**src/rtl/pe_east_link_arbiter.sv**
```systemverilog
// pe_east_link_arbiter: round-robin owner of the single east-bound PE link.
// A requester is granted the link for one burst. The burst ends on its
// req_last word or on its MAX_BURST-th word, and the link is then
// re-arbitrated after one idle cycle.
// Optional macro PE_ARB_TIMEOUT_EN: the burst is abandoned after IDLE_TIMEOUT
// consecutive cycles in which the owner does not present a word.
// Handshake: a word moves on a rising edge when req_valid[i] && req_ready[i].
// req_ready depends only on registered state. The PE side has no backpressure.
module pe_east_link_arbiter #(
   parameter int EAST_WIDTH   = 130,
   parameter int NUM_REQ      = 4,
   parameter int MAX_BURST    = 16,
   parameter int IDLE_TIMEOUT = 8
) (
   input  logic                          clk,
   input  logic                          reset,
   input  logic [NUM_REQ-1:0]            req_valid,
   input  logic [NUM_REQ-1:0]            req_last,
   input  logic [NUM_REQ*EAST_WIDTH-1:0] req_data,
   output logic [NUM_REQ-1:0]            req_ready,
   output logic [EAST_WIDTH-1:0]         out_to_east,
   output logic                          ap_start,
   output logic [NUM_REQ-1:0]            grant,
   output logic                          busy
);

   localparam int IDX_W = $clog2(NUM_REQ);
   localparam int CNT_W = $clog2(MAX_BURST) + 1;

   typedef enum logic {ST_IDLE = 1'b0, ST_BURST = 1'b1} state_t;

   state_t                  state_q, state_d;
   logic [IDX_W-1:0]        owner_q, owner_d;
   logic [IDX_W-1:0]        rr_ptr_q, rr_ptr_d;
   logic [NUM_REQ-1:0]      grant_q, grant_d;
   logic [CNT_W-1:0]        burst_cnt_q, burst_cnt_d;
   logic [EAST_WIDTH-1:0]   out_q, out_d;
   logic                    ap_start_q, ap_start_d;

   logic                    found;
   logic [IDX_W-1:0]        pick;
   logic [IDX_W-1:0]        next_ptr;
   logic [EAST_WIDTH-1:0]   sel_data;
   logic                    xfer;
   logic                    last_word;
   logic                    timeout;

   assign busy        = (state_q == ST_BURST);
   assign req_ready   = busy ? grant_q : '0;
   assign grant       = grant_q;
   assign out_to_east = out_q;
   assign ap_start    = ap_start_q;

   assign xfer      = busy && req_valid[owner_q];
   assign last_word = (burst_cnt_q == CNT_W'(MAX_BURST - 1));
   assign next_ptr  = (owner_q == IDX_W'(NUM_REQ - 1)) ? '0 : owner_q + 1'b1;

   // First valid requester searching upward from rr_ptr with wrap-around.
   always_comb begin
      logic [IDX_W:0] sum;
      found = 1'b0;
      pick  = '0;
      sum   = '0;
      for (int k = 0; k < NUM_REQ; k++) begin
         sum = {1'b0, rr_ptr_q} + (IDX_W+1)'(k);
         if (sum >= (IDX_W+1)'(NUM_REQ)) sum = sum - (IDX_W+1)'(NUM_REQ);
         if (!found && req_valid[sum[IDX_W-1:0]]) begin
            found = 1'b1;
            pick  = sum[IDX_W-1:0];
         end
      end
   end

   // Data word of the current owner.
   always_comb begin
      sel_data = '0;
      for (int i = 0; i < NUM_REQ; i++) begin
         if (owner_q == IDX_W'(i)) sel_data = req_data[i*EAST_WIDTH +: EAST_WIDTH];
      end
   end

`ifdef PE_ARB_TIMEOUT_EN
   logic [7:0] stall_cnt_q, stall_cnt_d;

   // Consecutive stall counter. The timeout fires on the edge ending the
   // IDLE_TIMEOUT-th stall cycle. A transfer in that cycle cancels it.
   always_comb begin
      stall_cnt_d = '0;
      if (busy && !xfer) stall_cnt_d = stall_cnt_q + 8'd1;
      timeout = busy && !xfer && (stall_cnt_q == 8'(IDLE_TIMEOUT - 1));
   end

   // Stall counter register.
   always_ff @(posedge clk or posedge reset) begin
      if (reset) stall_cnt_q <= '0;
      else       stall_cnt_q <= stall_cnt_d;
   end
`else
   assign timeout = 1'b0;
`endif

   // Next-state and datapath: arbitrate in IDLE, forward words in BURST.
   always_comb begin
      state_d     = state_q;
      owner_d     = owner_q;
      rr_ptr_d    = rr_ptr_q;
      grant_d     = grant_q;
      burst_cnt_d = burst_cnt_q;
      out_d       = out_q;
      ap_start_d  = 1'b0;
      case (state_q)
         ST_IDLE: begin
            if (found) begin
               state_d     = ST_BURST;
               owner_d     = pick;
               grant_d     = {{(NUM_REQ-1){1'b0}}, 1'b1} << pick;
               burst_cnt_d = '0;
            end
         end
         ST_BURST: begin
            if (xfer) begin
               out_d       = sel_data;
               ap_start_d  = 1'b1;
               burst_cnt_d = burst_cnt_q + 1'b1;
            end
            if ((xfer && (req_last[owner_q] || last_word)) || timeout) begin
               state_d  = ST_IDLE;
               grant_d  = '0;
               rr_ptr_d = next_ptr;
            end
         end
         default: state_d = ST_IDLE;
      endcase
   end

   // State and output registers, cleared asynchronously.
   always_ff @(posedge clk or posedge reset) begin
      if (reset) begin
         state_q     <= ST_IDLE;
         owner_q     <= '0;
         rr_ptr_q    <= '0;
         grant_q     <= '0;
         burst_cnt_q <= '0;
         out_q       <= '0;
         ap_start_q  <= 1'b0;
      end else begin
         state_q     <= state_d;
         owner_q     <= owner_d;
         rr_ptr_q    <= rr_ptr_d;
         grant_q     <= grant_d;
         burst_cnt_q <= burst_cnt_d;
         out_q       <= out_d;
         ap_start_q  <= ap_start_d;
      end
   end

endmodule

```
**config.mk**
```make
export PLATFORM = sky130hd
export DESIGN_NAME = pe_east_link_arbiter
export DESIGN_NICKNAME = d
export VERILOG_FILES = /design/src/rtl/pe_east_link_arbiter.sv
export SDC_FILE = /design/constraint.sdc
export NUM_CORES = 1
export LEC_CHECK = 0
export CELL_PAD_IN_SITES_DETAIL_PLACEMENT = 1
export CELL_PAD_IN_SITES_GLOBAL_PLACEMENT = 1
export CORE_AREA = 2 2 257 259
export CTS_BUF_LIST = sky130_fd_sc_hd__clkbuf_4
export DETAILED_ROUTE_END_ITERATION = 7
export DIE_AREA = 0 0 259 261
export DONT_BUFFER_PORTS = 1
export GPL_TIMING_DRIVEN = 1
export PLACE_DENSITY = 0.49
export SLEW_MARGIN = 25
export SYNTH_ARGS = -nofsm -noshare
export SYNTH_HDL_FRONTEND = slang
export SYNTH_SLANG_ARGS = --single-unit
```
**constraint.sdc**
```tcl
create_clock -name clk -period 5.15 [get_ports clk]
set_input_delay 1.03 -clock clk [delete_from_list [all_inputs] [get_ports clk]]
set_output_delay 1.03 -clock clk [all_outputs]
set_load 0.02 [all_outputs]
```
== Yosys cells after proc, flatten, opt, wreduce, memory -nomap -nowiden ==
Index checks and enable logic that the tools add are counted.

* Order comparisons: 9
* $add $sub $neg: 9
* Bitwise logic cells: 1
* Mux-type cells: 41
* Reductions and logical operators: 15
* Equality and inequality tests: 7
* Shifts and indexed selects: 1

{| class="wikitable"
|+ Operators with widths
! kind !! number
|-
| 130-bit two-way mux || 4
|-
| 2-bit two-way mux || 9
|-
| 2-bit by 3-bit less-than comparator with 1-bit output, second input constant || 5
|-
| 1-bit two-way mux || 14
|-
| 1-bit binary-select mux with 2-bit select || 6
|-
| 4-bit two-way mux || 3
|-
| 5-bit two-way mux || 2
|-
| 5-bit one-hot mux with 2 select lines || 1
|-
| 2-bit AND reduction || 5
|-
| 3-bit greater-or-equal comparator, second input constant || 3
|-
| 4-bit one-hot mux with 2 select lines || 1
|-
| 2-bit by 1-bit subtractor with 2-bit output, second input constant || 4
|-
| 2-bit by 2-bit adder with 3-bit output, second input constant || 2
|-
| 5-bit by 1-bit adder with 5-bit output, second input constant || 1
|-
| 5-bit by 4-bit equality test with 1-bit output, second input constant || 1
|-
| 1-bit logical AND || 5
|-
| 2-bit equality test, second input constant || 2
|-
| 2-bit by 1-bit != test with 1-bit output, second input constant || 2
|-
| 1-bit by 2-bit << shifter with 4-bit output, first input constant || 1
|-
| 2-bit by 1-bit adder with 3-bit output, second input constant || 1
|-
| 2-bit by 3-bit greater-or-equal comparator with 1-bit output, second input constant || 1
|-
| 1-bit zero test || 3
|-
| 2-bit by 1-bit adder with 2-bit output, second input constant || 1
|-
| 2-bit by 1-bit equality test with 1-bit output, second input constant || 1
|-
| other kinds (5) || 5
|}

* Logic and storage cells: 90
* Register bits: 145
* Output and inout port bits: 140

== Longest topological paths before layout ==
Gate-level depths: netlist of the first run.

* Depth after elaboration: 17
* Gate-level depth with buffers: 11
* Mapped depth without buffers: 6

== Least setup slack after synthesis of the first run ==
Ideal clock, no wire load.

* Kind: input to register
* From: input req_last[3]
* To: register rr_ptr_q[0]
* Data required time: 5,025 ps
* Cell stages on the path: 4
* Slack: 2,942 ps
* Arrival time: 2,083 ps
* Cell sequence: mux2_1 or3_4 o311a_4 mux2_4

* Cells in the longest elaborated chain, start to end: 5

{| class="wikitable"
|+ RTL lines
! item !! line !! RTL
|-
| from (decl) || 18 || <nowiki>input logic [NUM_REQ-1:0] req_last,</nowiki>
|-
| 1-bit binary-select mux with 2-bit select || 126 || <nowiki>if ((xfer && (req_last[owner_q] || last_word)) || timeout) begin</nowiki>
|-
| 1-bit two-way mux (implied by the code) || 126 ||
|-
| 1-bit logical OR || 126 ||
|-
| 1-bit logical AND || 126 ||
|-
| 2-bit AND reduction (no line) || -- ||
|-
| to (signal assigned) || 149 || <nowiki>rr_ptr_q <= rr_ptr_d;</nowiki>
|-
| to (decl) || 34 || <nowiki>logic [IDX_W-1:0] rr_ptr_q, rr_ptr_d;</nowiki>
|}

No other way between the ends. The select of a mux whose other input is x is not followed.
A chain may end at the register's enable or synchronous reset.

== Worst setup path in the final report of the first run ==
* From: register owner_q[1]
* To: register out_q[39], in the netlist out_to_east[39]

* Cells in the longest elaborated chain, start to end: 5
* Elaborated cells between the ends (all ways): 12

{| class="wikitable"
|+ RTL lines
! item !! line !! RTL
|-
| from (decl) || 33 || <nowiki>logic [IDX_W-1:0] owner_q, owner_d;</nowiki>
|-
| from (signal assigned) || 148 || <nowiki>owner_q <= owner_d;</nowiki>
|-
| 2-bit zero test || 78 || <nowiki>if (owner_q == IDX_W'(i)) sel_data = req_data[i*EAST_WIDTH +: EAST_WIDTH];</nowiki>
|-
| 130-bit two-way mux (4 in a row) || 78 ||
|-
| to (signal assigned) || 152 || <nowiki>out_q <= out_d;</nowiki>
|-
| to (decl) || 37 || <nowiki>logic [EAST_WIDTH-1:0] out_q, out_d;</nowiki>
|}

Parallel ways exist; a longest one is shown, timed or not. The select of a mux whose other input is x is not followed.

==> metrics.md, run 1 <==
| Metric | Value |
|---|---|
| Post-route ant nets | `0` |
| CTS tree | `yes` |
| Die extent in x | `approximately 260 um` |
| FF-to-FF Start | `owner_q[1]` |
| Nets | `1823` |
| Placed wire-length estimate | `between 30000 and 40000 um` |
| Gpl congestion | `0.836` |
| R2R Setup Slk | `2300 ps` |
| Critical path arrival | `~3400 ps` |
| Synthesized area per cell | `approximately 7.0 sq um` |
| Critical Path Start | `owner_q[1]` |
| H-tree depth | `4` |
| Slew HR | `~38%` |
| Pwr Density | `about 750 nW/um^2` |
| RSZ-0062 raised after global routing | `no` |
| Cts hold-fix bufs | `0` |
| Initial antenna violation count | `10` |
| Least-Margin Pin Slew | `about 930 ps` |
| Hold Crit Class | `in2async` |
| Die area | `about 68000 sq um` |
| Status | `finished clean` |
| Setup Skew | `between 20 and 25 ps` |
| Clk_lat worst skew | `around 680 ps` |
| Max-slew violations | `0` |
| Post-synth EDFFs | `0` |
| Avg WL per Cell | `a little under 20 um` |
| Num rows | `94` |
| Leakage power | `about 4.4 nW` |
| Clock period minus worst slack | `about 2900 ps` |
| Largest net degree at the start of global routing | `between 100 and 150` |
| Initial DRC Count | `between 400 and 500` |
| DRT Wirelength | `43100 um` |
| CTS resizes | `0` |
| Final instance area | `10800 sq um` |
| Most Crowded Layer GR | `met2` |
| Number of remaining DRC errors | `0` |
| Initial core utilization | `about 15%` |
| Final Setup Violations | `0` |
| CP endpoint | `out_to_east[39]` |
| Critical path class | `reg2reg` |
| Dpl cell area | `10500 sq um` |
| PortBufs | `0` |
| Via count | `slightly below 10k` |
| GRT overflow | `0` |
| Max Fclk | `351 MHz` |
| CTS Buffer Depth | `2` |
| Layout cell share with drive strength beyond 1 | `under 10%` |
| Number of global-route vias before repair | `between 9k and 10k` |
| DR vias/cell | `4.47` |
| CP Max Fanout | `between 100 and 150` |
| Synthesized instance count | `about 1.4k` |
| IO Count | `between 600 and 700` |
| Max_cap viols | `0` |
| R2R cell count | `6` |
| Drt first pass iters | `5` |
| Synth Register Bits | `145` |
| Die Ht | `between 200 and 300 um` |
| Clock slew at reported path FFs | `140 ps` |
| Share of the yosys chip area belonging to registers | `between 30% and 40%` |
| Max VDD drop | `560 uV` |
| Synth cell types | `35` |
| Clock root cell | `clkbuf_4` |
| Hold Vio Cnt, Final | `0` |
| YS warnings | `0` |
| Fin crit share | `roughly 55%` |
| Global-route wire length before repair | `approximately 61000 um` |
| CP Capture Type | `flop` |
| GRT met1 Usage | `between 10% and 20%` |
| Synth-to-layout area growth | `10.8%` |
| Reg2reg end | `out_to_east[39]` |
| Setup_tns | `0 ps` |
| Post-CTS setup repair buffer count | `0` |
| Routing usage on met2 | `between 20% and 30%` |
| Startpoint Class | `flop` |
| Main flop type after synthesis | `dfrtp_1` |
| Grt met3 use | `a little over 4%` |
| Req. time, crit path | `roughly 5700 ps` |
| Number of clock sinks | `145` |
| Syn Nets | `between 1.5k and 2k` |
| Core area | `about 65000 sq um` |
| Ys async rst share | `100%` |
| Gr usage total | `about an eighth` |
| Clock buffer count from CTS | `17` |
| Syn Std Cell Area | `~9800 sq um` |
-- synth_stat cells, types with 2 or more instances --
master	count	area [sq um]
a21oi_1	395	1980
a22oi_1	130	976
a32o_1	2	20.0
and2_1	4	25.0
buf_1	15	56.3
buf_2	33	165
buf_4	11	82.6
clkbuf_1	72	270
dfrtp_1	145	3630
ha_1	6	75.1
inv_1	135	507
mux2_4	2	30.0
mux2i_1	6	60.1
nand2_1	141	529
nand2b_1	5	31.3
nor2_1	135	507
o21ai_0	131	656
o22ai_1	3	18.8
-- critical path: stages (launching register included) --
cell and delay, ps:
dfrtp_1 560, inv_1 240, ha_4 620, buf_12 400
o21ai_0 380, a22oi_1 230, a21oi_1 90
-- worst min path at each step --
| stage | end | depth (start not counted) | startpoint | slack [ps] |
|---|---|---|---|---|
| floorplan | burst_cnt_q[3] | 1 | burst_cnt_q[3] | 440 |
| global placement | burst_cnt_q[3] | 1 | burst_cnt_q[3] | 460 |
| detailed placement | burst_cnt_q[3] | 1 | burst_cnt_q[3] | 490 |
| CTS | out_to_east[15] | 1 | reset | 220 |
| global route | out_to_east[8] | 1 | reset | 190 |
| finish | out_to_east[8] | 1 | reset | 260 |
-- logic make-up (layout without fill, tap and decap cells) --
| family | after synthesis | count (layout) | share of synthesized area [%] |
|---|---|---|---|
| adders and majority gates | 6 | 6 | 0.769 |
| buffers and inverters | 267 | 176 | 11.2 |
| and+or+nand+nor | 292 | 292 | 11.7 |
| other | 0 | 10 | 0 |
| muxes | 10 | 10 | 1.15 |
| DFF | 145 | 145 | 37.1 |
| AOI/OAI and AO/OA | 668 | 668 | 38.1 |
-- registers in the layout, indices dropped and copies added, names as in the netlist --
register and flops:
out_to_east 130, burst_cnt_q 5, grant 4, owner_q 2, rr_ptr_q 2, ap_start 1, busy 1
-- cell usage in the layout, fill, tap and decap left out, types with 2 or more instances in the layout --
cell type   count
inv_6           2
ha_4            4
nand2_1       141
and2_1          4
nand2b_1        5
mux2_4          2
o21ai_0       131
a21oi_1       395
a32o_1          2
clkinv_2        2
diode_2        10
inv_1         134
clkinvlp_4      2
dfrtp_1       145
mux2i_1         6
a22oi_1       130
clkbuf_4       17
ha_1            2
buf_4           3
clkinv_1        3
buf_12          9
o22ai_1         3
bufinv_16       3
nor2_1        135
-- through the flow --
step,setup slack (ps),hold WS [ps],power [mW],cells,utilization (%)
floorplan,225,437,6.14,1388,-
global route,2120,191,8.98,2167,16.6
detailed placement,2210,494,7.46,2132,16.2
finish,2300,260,8.13,2171,16.6
global placement,2280,456,7.31,2132,16.2
CTS,2170,217,8.33,2161,16.6
-- final cells by class --
cell class / count / area [sq um]
Clock buffer: 17 / 128
Tap cell: 864 / 1080
Multi-Input combinational cell: 976 / 5100
Sequential cell: 145 / 3630
Clock inverter: 12 / 144
Timing Repair Buffer: 12 / 203
Inverter: 135 / 512
Antenna cell: 10 / 25.0
Fill cell: 7918 / 54200
-- where the power goes --
| group | leakage (nW) | switching, mW | internal, mW |
|---|---|---|---|
| Clock | 0.142 | 0.477 | 0.323 |
| Sequential | 1.67 | 1.28 | 1.75 |
| Combinational | 2.56 | 2.79 | 1.51 |
| Total | 4.38 | 4.55 | 3.58 |
-- layer usage --
layer / vias to the layer above / share of wire, %
met5: - / 0.090
met4: 6 / 1.9
met3: 51 / 7.5
met2: 376 / 50
met1: 4676 / 41
li1: 4594 / -
(Power assumes the default switching activity.)
==> run 2, diff against run 1 <==
--- a/config.mk
+++ b/config.mk
@@ -13,7 +13,7 @@
 export DIE_AREA = 0 0 259 261
 export DONT_BUFFER_PORTS = 1
 export GPL_TIMING_DRIVEN = 1
-export PLACE_DENSITY = 0.49
+export PLACE_DENSITY = 0.48
 export SLEW_MARGIN = 25
 export SYNTH_ARGS = -nofsm -noshare
 export SYNTH_HDL_FRONTEND = slang
==> constraint.sdc (replaced) <==
create_clock -name clk -period 2.8 [get_ports clk]
set_input_delay 0.56 -clock clk [delete_from_list [all_inputs] [get_ports clk]]
set_output_delay 0.56 -clock clk [all_outputs]
set_load 0.02 [all_outputs]
==> run 2 against run 1 <==
Compared with the run above:
- power up 94%
- hold slack worse by 120 ps
- setup slack worse by 1900 ps
- maximum frequency increased by 20%
- non-clock buffer count grew 157
- routed wire length increased by 1.9%
- highest routed layer is now met4
- critical endpoint is now out_to_east[43]
- via count is 6.9% higher
==> metrics.md, run 2 (synthesis gave the netlist of run 1 again) <==
| Metric | Value |
|---|---|
| Least-Margin Pin Slew | `between 600 and 700 ps` |
| Clk_lat worst skew | `~680 ps` |
| WHS Endpoint | `out_to_east[3]` |
| H-tree depth | `4` |
| Initial DRC Count | `569` |
| Wl on met1 | `17400 um` |
| Max Fclk | `roughly 420 MHz` |
| Synth-to-layout area growth | `26.6%` |
| Gpl congestion | `0.836` |
| Reg2reg end | `out_to_east[43]` |
| CTS tree | `yes` |
| IO Count | `670` |
| Drt first pass iters | `5` |
| Critical path class | `reg2reg` |
| Clock period minus worst slack | `2370 ps` |
| Number of remaining DRC errors | `0` |
| GRT overflow | `0` |
| Critical path arrival | `just under 3000 ps` |
| DRT Wirelength | `around 44000 um` |
| Core Util, Final | `about a fifth` |
| Global-route wire length before repair | `63000 um` |
| DR vias/cell | `between 4 and 5` |
| Max VDD drop | `roughly 720 uV` |
| Largest register FFs | `between 100 and 150` |
| Largest net degree at the start of global routing | `131` |
| Max-slew violations | `0` |
| Hold Path Depth | `2` |
| Most frequent cells in the layout | `395 x a21oi_1, 145 x dfrtp_1, 141 x nand2_1` |
| Nets | `about 2.0k` |
| FF-to-FF Start | `owner_q[0]` |
| HP Start | `req_data[393]` |
| Layout cell share with drive strength beyond 1 | `roughly 7%` |
| Pwr Density | `1270 nW/um^2` |
| CP Capture Type | `flop` |
| PortBufs | `0` |
| Avg WL per Cell | `approximately 19 um` |
| Max_cap viols | `0` |
| Die extent in x | `around 260 um` |
| Clock slew at reported path FFs | `140 ps` |
| CP Max Fanout | `41` |
| R2R Setup Slk | `around 430 ps` |
| Clock buffer count from CTS | `17` |
| Req. time, crit path | `3400 ps` |
| Status | `finished clean` |
| Leakage power | `around 5.1 nW` |
| Via count | `~10k` |
| R2R cell count | `8` |
| Post-CTS setup repair buffer count | `0` |
| Number of global-route vias before repair | `approximately 11k` |
| Initial antenna violation count | `6` |
| Post-route ant nets | `0` |
| Cts hold-fix bufs | `~110` |
| Uppermost layer routed | `met4` |
| Gr usage total | `between 10% and 20%` |
| Placed wire-length estimate | `~34000 um` |
| Fill count | `slightly below 8k` |
| Die Ht | `~260 um` |
| Num rows | `between 90 and 100` |
| Fin crit share | `84.7%` |
| Most common cell after layout, fill and taps aside | `a21oi_1` |
| Startpoint Class | `flop` |
| Initial core utilization | `around 15%` |
| Hold Vio Cnt, Final | `0` |
| Die area | `about 68000 sq um` |
| Routed length on met2 | `about 22000 um` |
| Final Setup Violations | `0` |
| Number of clock sinks | `approximately 150` |
| Clock root cell | `clkbuf_4` |
| Setup_tns | `0 ps` |
| Hold Crit Class | `in2reg` |
| Setup Skew | `~22 ps` |
| RSZ-0062 raised after global routing | `no` |
| CTS Buffer Depth | `2` |
| Slew HR | `between 50% and 60%` |
| Core area | `65000 sq um` |
| CTS resizes | `0` |
| Met3 WL post-DR | `around 3100 um` |
[run 2: changes by cell type in the layout (fill, tap and decap cells not counted), sizes merged]
cell / delta
clkinvlp: +2
bufinv: -2
inv: +6
diode: -5
clkinv: -3
buf: +45
dlygate4sd3: +112
[run 2: metal layers]
layer	vias to the layer above	global-route usage, %
li1	4899	-
met1	5000	13.7
met2	415	21.3
met3	59	3.64
met4	0	4.95
met5	-	0
[run 2: worst max-delay path by stage]
stage | from | end | slack, ps
after floorplan | reset | ap_start | 420
after global placement | owner_q[0] | out_to_east[110] | 370
after detailed placement | owner_q[0] | out_to_east[110] | 330
after CTS | owner_q[0] | out_to_east[110] | 330
after global routing | owner_q[0] | out_to_east[110] | 220
final | owner_q[0] | out_to_east[43] | 430
[run 2: critical path: stages (launching register included)]
cell	delay [ps]
dfrtp_1	560
inv_1	230
ha_4	510
buf_12	310
buf_12	190
a21oi_1	40
o21ai_0	110
a22oi_1	100
a21oi_1	170
[run 2: area by class of cell]
type                       instances  area [sq um]  area share (%)
sequential                       145          3630            29.3
multi-input combinational        976          5100            41.3
antenna                            5          12.5           0.101
tap                              864          1080            8.74
timing repair buffer             169          1750            14.1
inverter                         135           510            4.13
clock inverter                    15           149            1.20
clock buffer                      17           128            1.03
[run 2: report_power, final]
part	switching, mW	total (mW)	internal [mW]
Sequential	2.34	5.56	3.21
Clock	0.978	1.44	0.467
Combinational	5.39	8.73	3.34
[run 2: through the flow]
stage / cells / area, sq um / hold WS, ps / total power [mW] / setup slack [ps]
3_5_place_dp: 2177 / 11000 / 467 / 14.3 / 332
2_1_floorplan: 1388 / 9770 / 437 / 11.3 / 421
6_report: 2326 / 12400 / 144 / 15.7 / 428
4_1_cts: 2321 / 12400 / 1.47 / 16.0 / 329
3_3_place_gp: 2177 / 11000 / 454 / 14.1 / 372
5_1_grt: 2326 / 12400 / 47.4 / 17.3 / 217
